--- src/rtl/time_counter_pkg.sv ---
// Shared constants, state encoding and BCD helpers for the hh:mm:ss timekeeping stage.
package time_counter_pkg;

   localparam logic [7:0] SEC_MAX     = 8'h59;
   localparam logic [7:0] MIN_MAX     = 8'h59;
   localparam logic [7:0] H24_MAX     = 8'h23;
   localparam logic [7:0] H12_MAX     = 8'h12;
   localparam logic [7:0] H12_MIN     = 8'h01;
   localparam logic [7:0] H12_PM_EDGE = 8'h11;
   localparam logic [7:0] BCD_ZERO    = 8'h00;

   typedef enum logic {
      ST_RUN  = 1'b0,
      ST_SYNC = 1'b1
   } tc_state_e;

   function automatic logic [7:0] bcd_inc(input logic [7:0] v);
      logic [7:0] r;
      if (v[3:0] >= 4'd9) begin
         r = {v[7:4] + 4'd1, 4'd0};
      end else begin
         r = {v[7:4], v[3:0] + 4'd1};
      end
      return r;
   endfunction

   function automatic logic bcd_valid(input logic [7:0] v);
      return (v[7:4] <= 4'd9) && (v[3:0] <= 4'd9);
   endfunction

endpackage

--- src/rtl/time_counter_bcd2_counter.sv ---
// Two-digit BCD counter with a configurable top value, wrap target and reset value.
module bcd2_counter
   import time_counter_pkg::*;
#(
   parameter logic [7:0] MAX     = SEC_MAX,
   parameter logic [7:0] WRAP_TO = BCD_ZERO,
   parameter logic [7:0] RST_VAL = BCD_ZERO
) (
   input  logic       clk_in,
   input  logic       rst,
   input  logic       inc,
   input  logic       load,
   input  logic [7:0] load_val,
   output logic [7:0] value,
   output logic       carry
);

   logic [7:0] value_q;
   logic [7:0] value_d;

   always_comb begin
      value_d = value_q;
      if (load) begin
         value_d = load_val;
      end else if (inc) begin
         value_d = (value_q == MAX) ? WRAP_TO : bcd_inc(value_q);
      end
   end

   always_ff @(posedge clk_in or posedge rst) begin
      if (rst) begin
         value_q <= RST_VAL;
      end else begin
         value_q <= value_d;
      end
   end

   assign value = value_q;
   assign carry = inc & ~load & (value_q == MAX);

endmodule

--- src/rtl/time_counter.sv ---
// BCD hh:mm:ss timekeeper fed by the 1 Hz divider; handles pause, manual
// minute/hour stepping, validated time load and the hourly chime strobe.
module time_counter
   import time_counter_pkg::*;
#(
   parameter bit MODE12   = 1'b0,
   parameter bit CHIME_EN = 1'b1
) (
   input  logic       clk_in,
   input  logic       rst,
   input  logic       sec_in,
   input  logic       hold,
   input  logic       inc_min,
   input  logic       inc_hour,
   input  logic       load,
   input  logic [7:0] set_hour,
   input  logic [7:0] set_min,
   input  logic       set_pm,
   output logic [7:0] hour_bcd,
   output logic [7:0] min_bcd,
   output logic [7:0] sec_bcd,
   output logic       pm,
   output logic       hour_strobe,
   output logic       load_err
);

   localparam logic [7:0] HOUR_MAX  = MODE12 ? H12_MAX : H24_MAX;
   localparam logic [7:0] HOUR_WRAP = MODE12 ? H12_MIN : BCD_ZERO;
   localparam logic [7:0] HOUR_RST  = MODE12 ? H12_MAX : BCD_ZERO;

   tc_state_e state_q, state_d;
   logic      sec_prev_q, sec_prev_d;
   logic      tick_q, tick_d;
   logic      pending_q, pending_d;
   logic      pm_q, pm_d;
   logic      strobe_q, strobe_d;
   logic      load_err_q, load_err_d;

   logic       hour_ok, load_ok, cnt_load;
   logic       do_inc_hour, do_inc_min, do_tick;
   logic       sec_inc, min_inc, hour_inc;
   logic       sec_carry, min_carry, hour_carry_unused;
   logic [7:0] sec_val, min_val, hour_val;

   always_comb begin
      if (MODE12) begin
         hour_ok = (set_hour >= H12_MIN) && (set_hour <= H12_MAX);
      end else begin
         hour_ok = (set_hour <= H24_MAX);
      end
   end

   assign load_ok  = bcd_valid(set_hour) && bcd_valid(set_min) && (set_min <= MIN_MAX) && hour_ok;
   assign cnt_load = load & load_ok;

   // Event priority: load > inc_hour > inc_min > tick (live or deferred).
   assign do_inc_hour = inc_hour & ~load;
   assign do_inc_min  = inc_min & ~inc_hour & ~load;
   assign do_tick     = ~load & ~inc_hour & ~inc_min & (tick_q | pending_q);

   assign sec_inc  = do_tick;
   assign min_inc  = do_inc_min | sec_carry;
   assign hour_inc = do_inc_hour | (sec_carry & min_carry);

   bcd2_counter #(
      .MAX     (SEC_MAX),
      .WRAP_TO (BCD_ZERO),
      .RST_VAL (BCD_ZERO)
   ) u_sec (
      .clk_in   (clk_in),
      .rst      (rst),
      .inc      (sec_inc),
      .load     (cnt_load),
      .load_val (BCD_ZERO),
      .value    (sec_val),
      .carry    (sec_carry)
   );

   bcd2_counter #(
      .MAX     (MIN_MAX),
      .WRAP_TO (BCD_ZERO),
      .RST_VAL (BCD_ZERO)
   ) u_min (
      .clk_in   (clk_in),
      .rst      (rst),
      .inc      (min_inc),
      .load     (cnt_load),
      .load_val (set_min),
      .value    (min_val),
      .carry    (min_carry)
   );

   // Day rollover has no consumer, so the hour carry is left dangling.
   bcd2_counter #(
      .MAX     (HOUR_MAX),
      .WRAP_TO (HOUR_WRAP),
      .RST_VAL (HOUR_RST)
   ) u_hour (
      .clk_in   (clk_in),
      .rst      (rst),
      .inc      (hour_inc),
      .load     (cnt_load),
      .load_val (set_hour),
      .value    (hour_val),
      .carry    (hour_carry_unused)
   );

   always_comb begin
      state_d    = ST_RUN;
      sec_prev_d = sec_in;
      tick_d     = 1'b0;
      pending_d  = pending_q;
      pm_d       = pm_q;
      load_err_d = load & ~load_ok;
      strobe_d   = CHIME_EN & sec_carry & min_carry;

      // SYNC resynchronises the edge detector so a level-high sec_in is not an edge.
      if ((state_q == ST_RUN) && !cnt_load) begin
         tick_d = sec_in & ~sec_prev_q & ~hold;
      end

      if (cnt_load) begin
         state_d   = ST_SYNC;
         pending_d = 1'b0;
         pm_d      = MODE12 ? set_pm : 1'b0;
      end else begin
         if (do_inc_hour || do_inc_min) begin
            pending_d = pending_q | tick_q;
         end else if (do_tick) begin
            pending_d = pending_q & tick_q;
         end
         if (MODE12 && hour_inc && (hour_val == H12_PM_EDGE)) begin
            pm_d = ~pm_q;
         end
      end
   end

   always_ff @(posedge clk_in or posedge rst) begin
      if (rst) begin
         state_q    <= ST_SYNC;
         sec_prev_q <= 1'b0;
         tick_q     <= 1'b0;
         pending_q  <= 1'b0;
         pm_q       <= 1'b0;
         strobe_q   <= 1'b0;
         load_err_q <= 1'b0;
      end else begin
         state_q    <= state_d;
         sec_prev_q <= sec_prev_d;
         tick_q     <= tick_d;
         pending_q  <= pending_d;
         pm_q       <= pm_d;
         strobe_q   <= strobe_d;
         load_err_q <= load_err_d;
      end
   end

   assign hour_bcd    = hour_val;
   assign min_bcd     = min_val;
   assign sec_bcd     = sec_val;
   assign pm          = pm_q;
   assign hour_strobe = strobe_q;
   assign load_err    = load_err_q;

endmodule
--- config.mk ---
export PLATFORM = sky130hd
export DESIGN_NAME = time_counter
export DESIGN_NICKNAME = d
export VERILOG_FILES = /design/src/rtl/time_counter_pkg.sv /design/src/rtl/time_counter_bcd2_counter.sv /design/src/rtl/time_counter.sv
export SDC_FILE = /design/constraint.sdc
export NUM_CORES = 1
export LEC_CHECK = 0
export CORE_ASPECT_RATIO = 0.7
export CORE_MARGIN = 5
export CORE_UTILIZATION = 48
export CTS_CLUSTER_DIAMETER = 30
export CTS_CLUSTER_SIZE = 24
export DETAILED_ROUTE_END_ITERATION = 10
export PLACE_DENSITY_LB_ADDON = 0.08
export SYNTH_ARGS = -nofsm -noshare
export SYNTH_HDL_FRONTEND = slang
export SYNTH_SLANG_ARGS = --single-unit
--- constraint.sdc ---
create_clock -name clk_in -period 2.42 [get_ports clk_in]
set_clock_uncertainty 0.1 [all_clocks]
set_input_delay 0.484 -clock clk_in [delete_from_list [all_inputs] [get_ports clk_in]]
set_output_delay 0.484 -clock clk_in [all_outputs]
set_load 0.03 [all_outputs]
==> results by group <==
Run status
  • Run status: finished clean

GRT
  • Largest net degree at the start of global routing: 31
  • GRT Total Usage: 18.4%
  • Gr ovfl total: 0
  • First-pass GRT wire length: 7.83 mm
  • Vias in the first global route: 1650
  • Initial antenna violation count: 0

Route
  • DRC: 0
  • DR iter-0 viols: 69
  • Vias: 1757
  • WL/cell: 14.9 µm
  • Drt pass-1 iters: 4
  • ANT nets after route: 0
  • Drt total wl: 4.74 mm
  • Vias per cell: 5.53

Clock tree
  • Postcts setup bufs: 0
  • Clock Root Buffer: clkbuf_8
  • Cts hold-fix bufs: 0
  • CTS H-tree depth: 2
  • Worst-case clock buffer depth: 2
  • TritonCTS buffer count: 5
  • Clock-pin slew on the worst setup and hold paths: 0.06 ns
  • Worst skew pair latency: 0.28 ns
  • CTS tree: done
  • Sink Count: 30
  • Post_cts resized: 0

Logic synthesis
  • Syn Nets: 240
  • Mapped Cells: 201
  • Synth async-reset ratio: 100%
  • Sequential share of the synthesized area: 40.3%
  • Share of the synthesized area in the top cell type: 38.9%
  • Yosys warning count: 0
  • Number of synthesized flops with an enable pin: 0
  • Primary FF master, synth: dfrtp_1
  • Synthesized area per cell: 9.28 µm²
  • Post-synth top area cell: dfrtp_1
  • Mapped Area: 1870 µm²
  • Netlist cell types: 54
  • Flops & latches, synth: 30
  • Synth top area cells: dfrtp_1 (39%), ha_1 (10%), nor2_1 (4.2%), a21oi_1 (3.2%), nand2_1 (3.0%)

Power
  • Power Density: 944 nW/µm²
  • Worst ir drop on vdd: 0.000634 V
  • Clock share of power: 17.0%
  • Pleak: 1.15 nW
  • Logic gate share of total power: 48.4%
  • Switch Pwr: 0.00104 W
  • Sw Share: 42.6%
  • Pint: 0.00140 W
  • Overall Power: 0.00243 W
  • Seq pwr share: 34.6%

Layout
  • Layout area overhead: 38.2%
  • Layout Nets: 304
  • Most common cell after layout, fill and taps aside: clkdlybuf4s50_1
  • Final Instance Area: 2580 µm²
  • Antenna cells: 0
  • Finished Layout Cells: 318
  • Layout cell share with drive strength beyond 1: 11.3%
  • Most frequent cells in the layout: clkdlybuf4s50_1 (48), dfrtp_1 (29), nor2_1 (21)

STA
  • Final slew viol count: 0
  • Unrepaired setup endpoints after global routing: false
  • Fin crit share: 86.1%
  • Final worst slack: 0.336 ns
  • Final setup TNS: 0 ns
  • Final number of setup-violating endpoints: 0
  • Fmax: 480 MHz
  • Final critical-path required period: 2.08 ns
  • Final Hold Vio Count: 0

Placed design
  • Dpl cell area: 2490 µm²
  • Routability Congestion: 0.816
  • Dpl hpwl: 3.63 mm
  • DP Cell Count: 310
  • Dpl ws: 0.0367 ns
  • IO buf count: 48

Setup path
  • Slowest stage delay, CP: 0.44 ns
  • Critical path peak fanout: 5
  • R2R depth: 7
  • Buf+Inv Stages, Crit Path: 2
  • Setup Crit Path Kind: primary input to register
  • WP depth: 7
  • Worst setup path start: set_hour[3]
  • CP startpoint kind: primary input
  • Reg-to-reg critical path startpoint: u_sec.value[1]
  • Worst path slowest cell: clkdlybuf4s50_1
  • Critical Path End: u_hour.value[5]
  • Crit path cell chain: clkdlybuf4s50_1, or3_1, a21oi_1, nand2_1, inv_2, a21oi_1, a221o_1
  • Reg-to-Reg End: u_min.value[2]
  • Critical path arrival: 2.15 ns
  • CP Capture Type: register
  • Critical path required time: 2.48 ns
  • CP most frequent cell: a21oi_1
  • Reg2reg setup slack: 0.37 ns
  • Kind of cell adding the most delay to the critical path: compound AO/OA/AOI/OAI gates

Die
  • Die X: 84.5 µm
  • I/O pin count: 51
  • Site row count: 19
  • Starting Density: 48.7%
  • Die area: 5250 µm²
  • Die H: 62.2 µm
  • Core Footprint: 3830 µm²

Flow run
  • Max-cap violations: 0

Worst hold path
  • Hold Crit Start: sec_prev_q
  • Worst hold path type: register to register
## worst min-delay path, delay by kind of cell (launching register included)
kind,cells,cell delay [ns]
DFF,1,0.32
and+or+nand+nor,2,0.13
## flip-flops by register name (all words and copies together), names as in the netlist
signal,flops
state_q,1
hour_strobe,1
load_err,1
u_hour.value,8
tick_q,1
u_min.value,8
u_sec.value,8
pending_q,1
sec_prev_q,1
## layout make-up
type | count | area [µm²]
clock inverter | 1 | 5.00
inverter | 14 | 52.6
timing repair buffer | 61 | 578
sequential | 30 | 752
multi-input combinational | 153 | 1040
clock buffer | 7 | 86.3
fill | 330 | 1250
tap | 52 | 65.1
## power groups by stage
stage	clock network, W	logic [W]	registers (W)
floorplan	0	0.000452	0.00109
global placement	0	0.00116	0.000840
detailed placement	0	0.00118	0.000841
CTS	0.000428	0.00119	0.000837
global route	0.000451	0.00127	0.000876
finish	0.000414	0.00118	0.000843
## how the worst min path moves through the flow
stage,endpoint,cells past startpoint
final,tick_q,2
after global routing,tick_q,2
after CTS,tick_q,2
after detailed placement,tick_q,2
after global placement,tick_q,2
after floorplan,tick_q,2
## metal layers
metal | track usage, % | routed length (µm) | vias to the layer above
met5 | 0 | 0 | -
met2 | 27.5 | 2180 | 47
met4 | 6.92 | 47 | 0
met1 | 25.4 | 2210 | 842
met3 | 5.02 | 296 | 5
li1 | - | - | 863
## metrics by stage
step                      hold slack (ns)  utilization [%]
after global routing                0.419             67.4
final                               0.395             67.4
after global placement              0.367             65.0
after floorplan                     0.356                -
after detailed placement            0.388             65.0
after CTS                           0.397             67.4
## synthesized netlist by cell type, types with 2 or more instances
master    instances
a21o_1            2
a21oi_1          12
a221o_1           2
a31oi_1           5
and2_1            2
and3_1            4
buf_2             2
dfrtp_1          29
ha_1             15
inv_1            13
mux2i_1           4
nand2_1          15
nand2b_1          4
nand3_1           7
nor2_1           21
nor2b_1           4
nor3_1            4
nor3_2            2
o211ai_1          2
o21ai_0           5
o21ai_1           4
o311ai_1          4
o31ai_1           2
or3_1             5
or3b_1            2
or4b_1            2
## kinds of logic after synthesis
family / after synthesis / synth area share (%)
fa+ha+maj: 15 / 10.1
buf+inv: 18 / 3.96
other cells: 1 / 0.201
flops: 30 / 40.3
simple gates: 82 / 24.4
compound gates: 51 / 18.9
mux: 4 / 2.15
Power figures use the tool's default switching activity.
